File: src/rtl/manhattan_pipe.sv
// manhattan_pipe: two-stage L1 distance and signed split-axis delta for the kd-tree search engine.
// Define MANHATTAN_PRUNE_EN to add the best_dist input and the registered prune output.
module manhattan_pipe #(
   parameter int DIM        = 3,
   parameter int DATA_RANGE = 255,
   parameter int COORD_W    = $clog2(DATA_RANGE + 1),
   parameter int DIST_W     = $clog2(DATA_RANGE * DIM + 1),
   parameter int AXIS_W     = (DIM > 1) ? $clog2(DIM) : 1
) (
   input  logic                   clk,
   input  logic                   rst,
   input  logic                   in_valid,
   output logic                   in_ready,
   input  logic [AXIS_W-1:0]      axis,
   input  logic [DIM*COORD_W-1:0] a,
   input  logic [DIM*COORD_W-1:0] b,
   input  logic [DIM*COORD_W-1:0] c,
`ifdef MANHATTAN_PRUNE_EN
   input  logic [DIST_W-1:0]      best_dist,
   output logic                   prune,
`endif
   output logic                   out_valid,
   input  logic                   out_ready,
   output logic [DIST_W-1:0]      dist_out,
   output logic [COORD_W:0]       single_dist_out,
   output logic                   axis_err
);

   logic                 w_adv;
   logic [COORD_W:0]     w_diff [DIM];
   logic [COORD_W-1:0]   w_abs [DIM];
   logic [COORD_W-1:0]   w_c_sel;
   logic [COORD_W-1:0]   w_b_sel;
   logic                 w_axis_err;
   logic [COORD_W:0]     w_single;
   logic [DIST_W-1:0]    w_sum;

   logic                 r_s1_valid;
   logic [COORD_W-1:0]   r_s1_abs [DIM];
   logic [COORD_W:0]     r_s1_single;
   logic                 r_s1_err;

   // Whole pipe moves together; a held output freezes both stages.
   assign w_adv    = !out_valid || out_ready;
   assign in_ready = w_adv;

   always_comb begin
      w_c_sel    = '0;
      w_b_sel    = '0;
      w_axis_err = (int'(axis) >= DIM);
      for (int k = 0; k < DIM; k++) begin
         // One extra bit keeps the difference exact for any pair of coordinates.
         w_diff[k] = {1'b0, a[k*COORD_W +: COORD_W]} - {1'b0, b[k*COORD_W +: COORD_W]};
         w_abs[k]  = w_diff[k][COORD_W] ? (~w_diff[k][COORD_W-1:0] + 1'b1)
                                        : w_diff[k][COORD_W-1:0];
         if (int'(axis) == k) begin
            w_c_sel = c[k*COORD_W +: COORD_W];
            w_b_sel = b[k*COORD_W +: COORD_W];
         end
      end
      w_single = w_axis_err ? '0 : ({1'b0, w_c_sel} - {1'b0, w_b_sel});
   end

   always_comb begin
      w_sum = '0;
      for (int k = 0; k < DIM; k++) begin
         w_sum = w_sum + DIST_W'(r_s1_abs[k]);
      end
   end

   always_ff @(posedge clk or negedge rst) begin
      if (!rst) begin
         r_s1_valid  <= 1'b0;
         r_s1_single <= '0;
         r_s1_err    <= 1'b0;
         for (int k = 0; k < DIM; k++) begin
            r_s1_abs[k] <= '0;
         end
      end else if (w_adv) begin
         r_s1_valid  <= in_valid && in_ready;
         r_s1_single <= w_single;
         r_s1_err    <= w_axis_err;
         for (int k = 0; k < DIM; k++) begin
            r_s1_abs[k] <= w_abs[k];
         end
      end
   end

   always_ff @(posedge clk or negedge rst) begin
      if (!rst) begin
         out_valid       <= 1'b0;
         dist_out        <= '0;
         single_dist_out <= '0;
         axis_err        <= 1'b0;
      end else if (w_adv) begin
         out_valid       <= r_s1_valid;
         dist_out        <= w_sum;
         single_dist_out <= r_s1_single;
         axis_err        <= r_s1_err;
      end
   end

`ifdef MANHATTAN_PRUNE_EN
   logic [DIST_W-1:0]  r_s1_best;
   logic [COORD_W:0]   w_single_mag;
   logic               w_prune;

   assign w_single_mag = r_s1_single[COORD_W] ? -r_s1_single : r_s1_single;
   // An invalid axis never prunes, even against a zero best distance.
   assign w_prune      = !r_s1_err && (int'(w_single_mag) >= int'(r_s1_best));

   always_ff @(posedge clk or negedge rst) begin
      if (!rst) begin
         r_s1_best <= '0;
         prune     <= 1'b0;
      end else if (w_adv) begin
         r_s1_best <= best_dist;
         prune     <= w_prune;
      end
   end
`endif

endmodule

File: config.mk
export PLATFORM = sky130hd
export DESIGN_NAME = manhattan_pipe
export DESIGN_NICKNAME = d
export VERILOG_FILES = /design/src/rtl/manhattan_pipe.sv
export SDC_FILE = /design/constraint.sdc
export NUM_CORES = 1
export LEC_CHECK = 0
export CORE_AREA = 2 2 67 132
export CTS_CLUSTER_DIAMETER = 40
export DETAILED_ROUTE_END_ITERATION = 16
export DIE_AREA = 0 0 69 134
export GPL_ROUTABILITY_DRIVEN = 0
export GPL_TIMING_DRIVEN = 0
export PLACE_DENSITY = 0.85
export SLEW_MARGIN = 30
export SYNTH_ARGS = -nofsm -noshare
export SYNTH_HDL_FRONTEND = slang
export SYNTH_SLANG_ARGS = --single-unit
File: constraint.sdc
create_clock -name clk -period 6.35 [get_ports clk]
set_input_delay 0.9525 -clock clk [delete_from_list [all_inputs] [get_ports clk]]
set_output_delay 0.9525 -clock clk [all_outputs]
set_load 0.01 [all_outputs]
==> key figures, run 1 <==
Clock network
  – Worst skew pair latency: 0.30 ns
  – H-tree depth: 2
  – # Post-CTS Setup Buffers: 0
  – Worst-path clk slew: 0.07 ns
  – Hold Buf Count CTS: 0
  – CTS Root Cell: clkbuf_16
  – Clk buf depth: 2
  – CTS buffer count: 5
  – CTS resizes: 0
  – CTS Sinks: 56
  – TritonCTS clock tree: done

STA
  – Fmax: 255 MHz
  – Crit path time final: 3.92 ns
  – Final hold slack: 0.459 ns
  – RSZ-0062 raised after global routing: false
  – Period utilization: 0.618
  – Worst slew pin tran: 0.758 ns
  – Hold Violations, Final: 0
  – Final Skew: 0.00697 ns
  – Final setup viols: 0
  – Slew Limit Headroom: 0.495
  – Pins Over Slew Limit: 0
  – Sum Neg Setup Slack: 0 ns
  – Setup ws final: 2.43 ns

Power
  – Leakage: 2.69 nW
  – PD cells: 328 nW/um^2
  – Worst VDD drop: 0.000161 V
  – Total power: 0.00188 W

Critical path
  – Worst-path cell chain: clkbuf_1 > buf_2 > mux2i_1 > nor2_1 > a21oi_1 > ha_1 > fa_1 > nor2b_1 > o21ai_0 > nand2b_1 > a21o_1 > a21o_1 > a2111oi_0 > a211o_1
  – Reg2Reg Setup Slack: 3.65 ns
  – Worst Setup Start Kind: primary input
  – Reg2Reg Depth: 9
  – Reg2reg start: r_s1_abs[1]$_DFFE_PN0N_
  – CP max stage cell: clkbuf_1
  – CP bufs+invs: 2
  – Crit path largest cell delay: 0.56 ns
  – Most Frequent Cell on Critical Path: a21o_1
  – Critical Path End Type: flop
  – RR Endpoint: dist_out[7]$_DFFE_PN0N_
  – Worst EP arrival: 4.17 ns
  – Critical Path RT: 6.59 ns
  – Setup CP Type: in -> reg
  – CP max FO: 10
  – CP top delay family: compound AO/OA/AOI/OAI gates

GRT
  – First-pass GRT wire length: 18,500 um
  – GR Util met1: 0.246
  – Antenna violations before repair: 0
  – Top Usage Layer GRT: met2
  – Total track usage: 0.247
  – Number of global-route vias before repair: 4,191
  – Met2 Usage GRT: 0.486
  – Met3 usage: 0.0248
  – Grt total ovfl: 0
  – Pin count of the biggest net entering global routing: 52

Outcome
  – Status: finished clean

Floorplanning
  – Core Area: 8230 um^2
  – Die ar.: 9250 um^2
  – Starting Density: 0.544
  – Die width: 69 um
  – I/O pins: 100
  – Row cnt: 47
  – DIE HEIGHT: 134 um

Layout
  – Ant diodes: 0
  – Final nets: 765
  – Layout cells sized above 1: 0.0285
  – Layout area overhead: 28.2%

Synthesis
  – Synth Cell Area: 4480 um^2
  – Synth area leader: dfrtp_1
  – Number of synthesized flops with an enable pin: 0
  – Main flop type after synthesis: dfrtp_1
  – Most common cell in the netlist: nand2_1
  – Synth area leaders: dfrtp_1 31%, ha_1 12%, nand2_1 6.8%, xnor2_1 6.5%, fa_1 5.8%
  – Yosys warns: 0
  – Top-area cell type share of the netlist area: 0.313
  – Cells after Synth: 526
  – Top cells by count, synth: 81 x nand2_1, 56 x dfrtp_1, 46 x inv_1, 45 x nor2_1, 43 x ha_1
  – Syn Nets: 660
  – Ys async rst share: 1.00
  – Synth Register Bits: 56
  – Yosys cell types: 43
  – Seq/Total Area, Yosys: 0.313
  – Synth Area per Inst: 8.51 um^2

Route
  – Routed Antenna Nets: 0
  – DRT Pass-1 Iters: 4
  – Avg WL per Cell: 15.4 um
  – Number of remaining DRC errors: 0
  – Vias/cell: 5.52
  – Routed vias: 4,028
  – Drt first-iter violations: 251
  – DRT Wirelength: 11,200 um

Place
  – Detailed Place HPWL: 9430 um
  – IO Port Bufs: 97
  – Dpl ws: 2.13 ns

Hold path
  – Hold Crit Class: in -> async

Job
  – Max cap viols: 0
==> how the worst max path moves through the flow <==
stage,startpoint,endpoint,slack (ns),cells after the start
2_1_floorplan,axis[0],r_s1_single[8]$_DFFE_PN0N_,2.72,14
3_3_place_gp,axis[0],r_s1_single[8]$_DFFE_PN0N_,2.22,14
3_5_place_dp,axis[0],r_s1_single[8]$_DFFE_PN0N_,2.13,14
4_1_cts,axis[0],r_s1_single[8]$_DFFE_PN0N_,2.44,14
5_1_grt,axis[0],r_s1_single[8]$_DFFE_PN0N_,2.18,14
6_report,axis[0],r_s1_single[8]$_DFFE_PN0N_,2.43,14
==> sequential cells by signal, summed over array words and instances (netlist names) <==
name / count
axis_err: 1
dist_out: 10
out_valid: 1
r_s1_abs: 24
r_s1_err: 1
r_s1_single: 9
r_s1_valid: 1
single_dist_out: 9
==> final cells by class <==
cell class	count	area (um^2)
multi-input combinational	406	2830
fill	672	2500
sequential	56	1400
timing repair buffer	98	996
inverter	47	176
clock buffer	6	129
tap	98	123
buffer	17	65.1
clock inverter	2	13.8
==> per-stage QoR <==
step | cell area, um^2 | utilization | instances
finish | 5740 | 0.697 | 730
floorplan | 4480 | - | 526
CTS | 5740 | 0.697 | 730
detailed placement | 5590 | 0.679 | 722
global route | 5740 | 0.697 | 730
global placement | 5570 | 0.676 | 721
==> layout by cell type (no fill, tap or decap), types with 2 or more instances in the layout <==
cell and n:
a21o_1 14, a21oi_1 41, a221oi_2 3, and3_1 3, clkbuf_1 16, clkbuf_16 5, clkdlybuf4s50_1 96, dfrtp_1 56
fa_1 13, ha_1 43, inv_1 46, mux2i_1 20, nand2_1 81, nand2b_1 4, nand3_1 5, nand3b_1 2
nor2_1 45, nor2b_1 9, nor3_1 11, nor3b_1 2, nor4_1 3, o2111ai_1 2, o21ai_0 34, o21ai_1 3
o21bai_1 2, o22ai_1 3, o311ai_0 2, o31ai_1 2, or2_2 3, xnor2_1 33, xor2_1 12
==> power breakdown <==
part | switching [W] | internal [W]
Combinational | 0.000521 | 0.000524
Clock | 0.000125 | 0.000147
Sequential | 0.0000804 | 0.000484
Total | 0.000727 | 0.00116
==> routing by layer <==
layer | vias up | share of wire | wire length [um]
met5 | - | 0 | 0
met4 | 0 | 0.036 | 401
met3 | 21 | 0.030 | 332
met2 | 112 | 0.58 | 6550
met1 | 1919 | 0.35 | 3960
li1 | 1976 | - | -
==> cell families after synthesis <==
kind of cell | count (synthesis) | synth area share
multiplexers | 20 | 0.0447
buffers and inverters | 64 | 0.0540
adder cells (fa/ha/maj) | 56 | 0.178
AND/OR/NAND/NOR | 170 | 0.164
AO/OA/AOI/OAI | 115 | 0.157
XOR/XNOR | 45 | 0.0881
flip-flops | 56 | 0.313
No activity file was read; power rests on OpenSTA's default activity.
==> inputs of run 2 (changes only) <==
- CORE_AREA: 2 2 67 132 -> 2 2 69 137
- DIE_AREA: 0 0 69 134 -> 0 0 71 139
- PLACE_DENSITY: 0.85 -> 0.8
- clock period: 6.35 -> 4.1 ns (I/O delays scaled with it)
==> run 2 against run 1 <==
  * Combinational power rose by 52%
  * Largest power group unchanged
  * Routed wire length is 0.14% higher
  * Via count fell by 0.32%
  * Clock skew fell by 0.0041 ns
  * Largest cell class unchanged
==> key figures, run 2 (same netlist as run 1, synthesis figures left out) <==
Layout
  – Leading cell types in the layout, fill and taps excluded: 96 x clkdlybuf4s50_1, 81 x nand2_1, 56 x dfrtp_1
  – Register Area: 1400 um^2 (unchanged)
  – Ant diodes: 0 (unchanged)
  – Most common cell after layout, fill and taps aside: clkdlybuf4s50_1
  – Most flops, register: r_s1_abs
  – Largest register FFs: 24 (unchanged)
  – Biggest regs: r_s1_abs: 24 flops, dist_out: 10 flops
  – Final nets: 765 (unchanged)
  – Area taken by multi-input logic gates: 2830 um^2 (unchanged)
  – # fillers: 700 (+4.2%)
  – Layout area overhead: 28.5%
  – Layout cells sized above 1: 0.0285 (unchanged)

Floorplanning
  – Starting Density: 0.503 (-0.0402)
  – Core Area: 8890 um^2 (+8.0%)
  – Die width: 71 um (+2.9%)
  – DIE HEIGHT: 139 um (+3.7%)
  – Row cnt: 49 (+4.3%)
  – I/O pins: 100 (unchanged)
  – Die ar.: 9870 um^2 (+6.7%)

Route
  – Avg WL per Cell: 15.3 um (-0.40%)
  – Routed vias: 4,015 (-0.32%)
  – Vias/cell: 5.47 (-0.87%)
  – DRT Wirelength: 11,300 um (+0.14%)
  – Number of remaining DRC errors: 0 (unchanged)
  – DRT Pass-1 Iters: 5 (+1)
  – Routed Antenna Nets: 0 (unchanged)
  – Drt first-iter violations: 187 (-25%)

GRT
  – Antenna violations before repair: 0 (unchanged)
  – Number of global-route vias before repair: 4,114 (-1.8%)
  – First-pass GRT wire length: 18,900 um (+2.7%)
  – Pin count of the biggest net entering global routing: 52 (unchanged)
  – Grt total ovfl: 0 (unchanged)
  – Total track usage: 0.239 (-0.00803)

Power
  – Leakage: 2.68 nW (about the same)
  – Total power: 0.00290 W (+54%)
  – Worst VDD drop: 0.000294 V (+83%)
  – PD cells: 505 nW/um^2 (+54%)

STA
  – Fmax: 281 MHz
  – Pins Over Slew Limit: 0 (unchanged)
  – Final Skew: 0.00285 ns (-0.00412 ns)
  – Final hold slack: 0.125 ns (-0.335 ns)
  – Sum Neg Setup Slack: 0 ns (unchanged)
  – RSZ-0062 raised after global routing: false
  – Worst slew pin tran: 0.738 ns (-0.0202 ns)
  – Crit path time final: 3.55 ns
  – Period utilization: 0.867
  – Hold Violations, Final: 0 (unchanged)
  – Slew Limit Headroom: 0.508 (+0.0135)
  – Final setup viols: 0 (unchanged)

Clock network
  – CTS Sinks: 56 (unchanged)
  – CTS Root Cell: clkbuf_16
  – Clk buf depth: 2 (unchanged)
  – Hold Buf Count CTS: 0 (unchanged)
  – Worst skew pair latency: 0.30 ns (about the same)
  – CTS buffer count: 5 (unchanged)
  – H-tree depth: 2 (unchanged)
  – CTS resizes: 0 (unchanged)
  – Worst-path clk slew: 0.07 ns (about the same)
  – # Post-CTS Setup Buffers: 0 (unchanged)
  – TritonCTS clock tree: done

Place
  – IO Port Bufs: 97 (unchanged)
  – Detailed Place HPWL: 9490 um (+0.56%)

Critical path
  – Setup CP Type: in -> reg
  – Critical Path End Type: flop
  – Worst Setup Start Kind: primary input
  – CP max FO: 10 (unchanged)
  – Critical Path RT: 4.28 ns (-2.31 ns)
  – Worst EP arrival: 3.74 ns (-0.43 ns)

Job
  – Max cap viols: 0 (unchanged)

Outcome
  – Status: finished clean

Hold path
  – Hold Crit Class: in -> async
[run 2: final cells by class]
class	instances	area share
inverter	47	0.0307
multi-input combinational	406	0.493
buffer	17	0.0113
clock inverter	1	0.00131
clock buffer	7	0.0248
timing repair buffer	98	0.173
tap	102	0.0222
sequential	56	0.244
[run 2: routing by layer]
layer	routed length, um	GRT usage	vias up
li1	-	-	1974
met1	3990	0.249	1894
met2	6410	0.453	112
met3	333	0.0225	35
met4	519	0.130	0
met5	0	0	-
[run 2: power breakdown]
part           internal [W]  leakage (nW)  switching, W
clock network      0.000244        0.0701      0.000190
logic              0.000809          1.95      0.000789
registers          0.000750         0.669      0.000122
total               0.00180          2.68       0.00110
[run 2: metrics by stage]
| step | instance area [um^2] | setup slack, ns | cells | util |
|---|---|---|---|---|
| detailed placement | 5600 | 0.272 | 726 | 0.630 |
| global route | 5750 | 0.297 | 734 | 0.647 |
| global placement | 5570 | 0.300 | 725 | 0.627 |
| CTS | 5750 | 0.559 | 734 | 0.647 |
| finish | 5750 | 0.545 | 734 | 0.647 |
| floorplan | 4480 | 0.803 | 526 | - |
[run 2: path summary, 6_finish.rpt]
| check | start | endpoint | slack [ns] | cells past startpoint |
|---|---|---|---|---|
| setup reg to reg | r_s1_abs[1]$_DFFE_PN0N_ | dist_out[7]$_DFFE_PN0N_ | 1.41 | 9 |
| setup / recovery | axis[0] | r_s1_single[8]$_DFFE_PN0N_ | 0.55 | 13 |
| max in group asynchronous | rst | single_dist_out[1]$_DFFE_PN0N_ | 3.54 | 2 |
| hold reg to reg | axis_err$_DFFE_PN0N_ | axis_err$_DFFE_PN0N_ | 0.47 | 2 |
| hold / removal | rst | dist_out[7]$_DFFE_PN0N_ | 0.12 | 1 |
| min in group clk | axis_err$_DFFE_PN0N_ | axis_err$_DFFE_PN0N_ | 0.47 | 2 |
[run 2: critical path: stages]
cell and delay, ns:
clkbuf_1 0.54, buf_2 0.45, mux2i_1 0.32, o21ai_0 0.16
ha_1 0.23, fa_1 0.40, nor2b_1 0.12, o21ai_0 0.07
nand2b_1 0.13, a21o_1 0.15, a21o_1 0.15, a2111oi_0 0.10
a211o_1 0.27
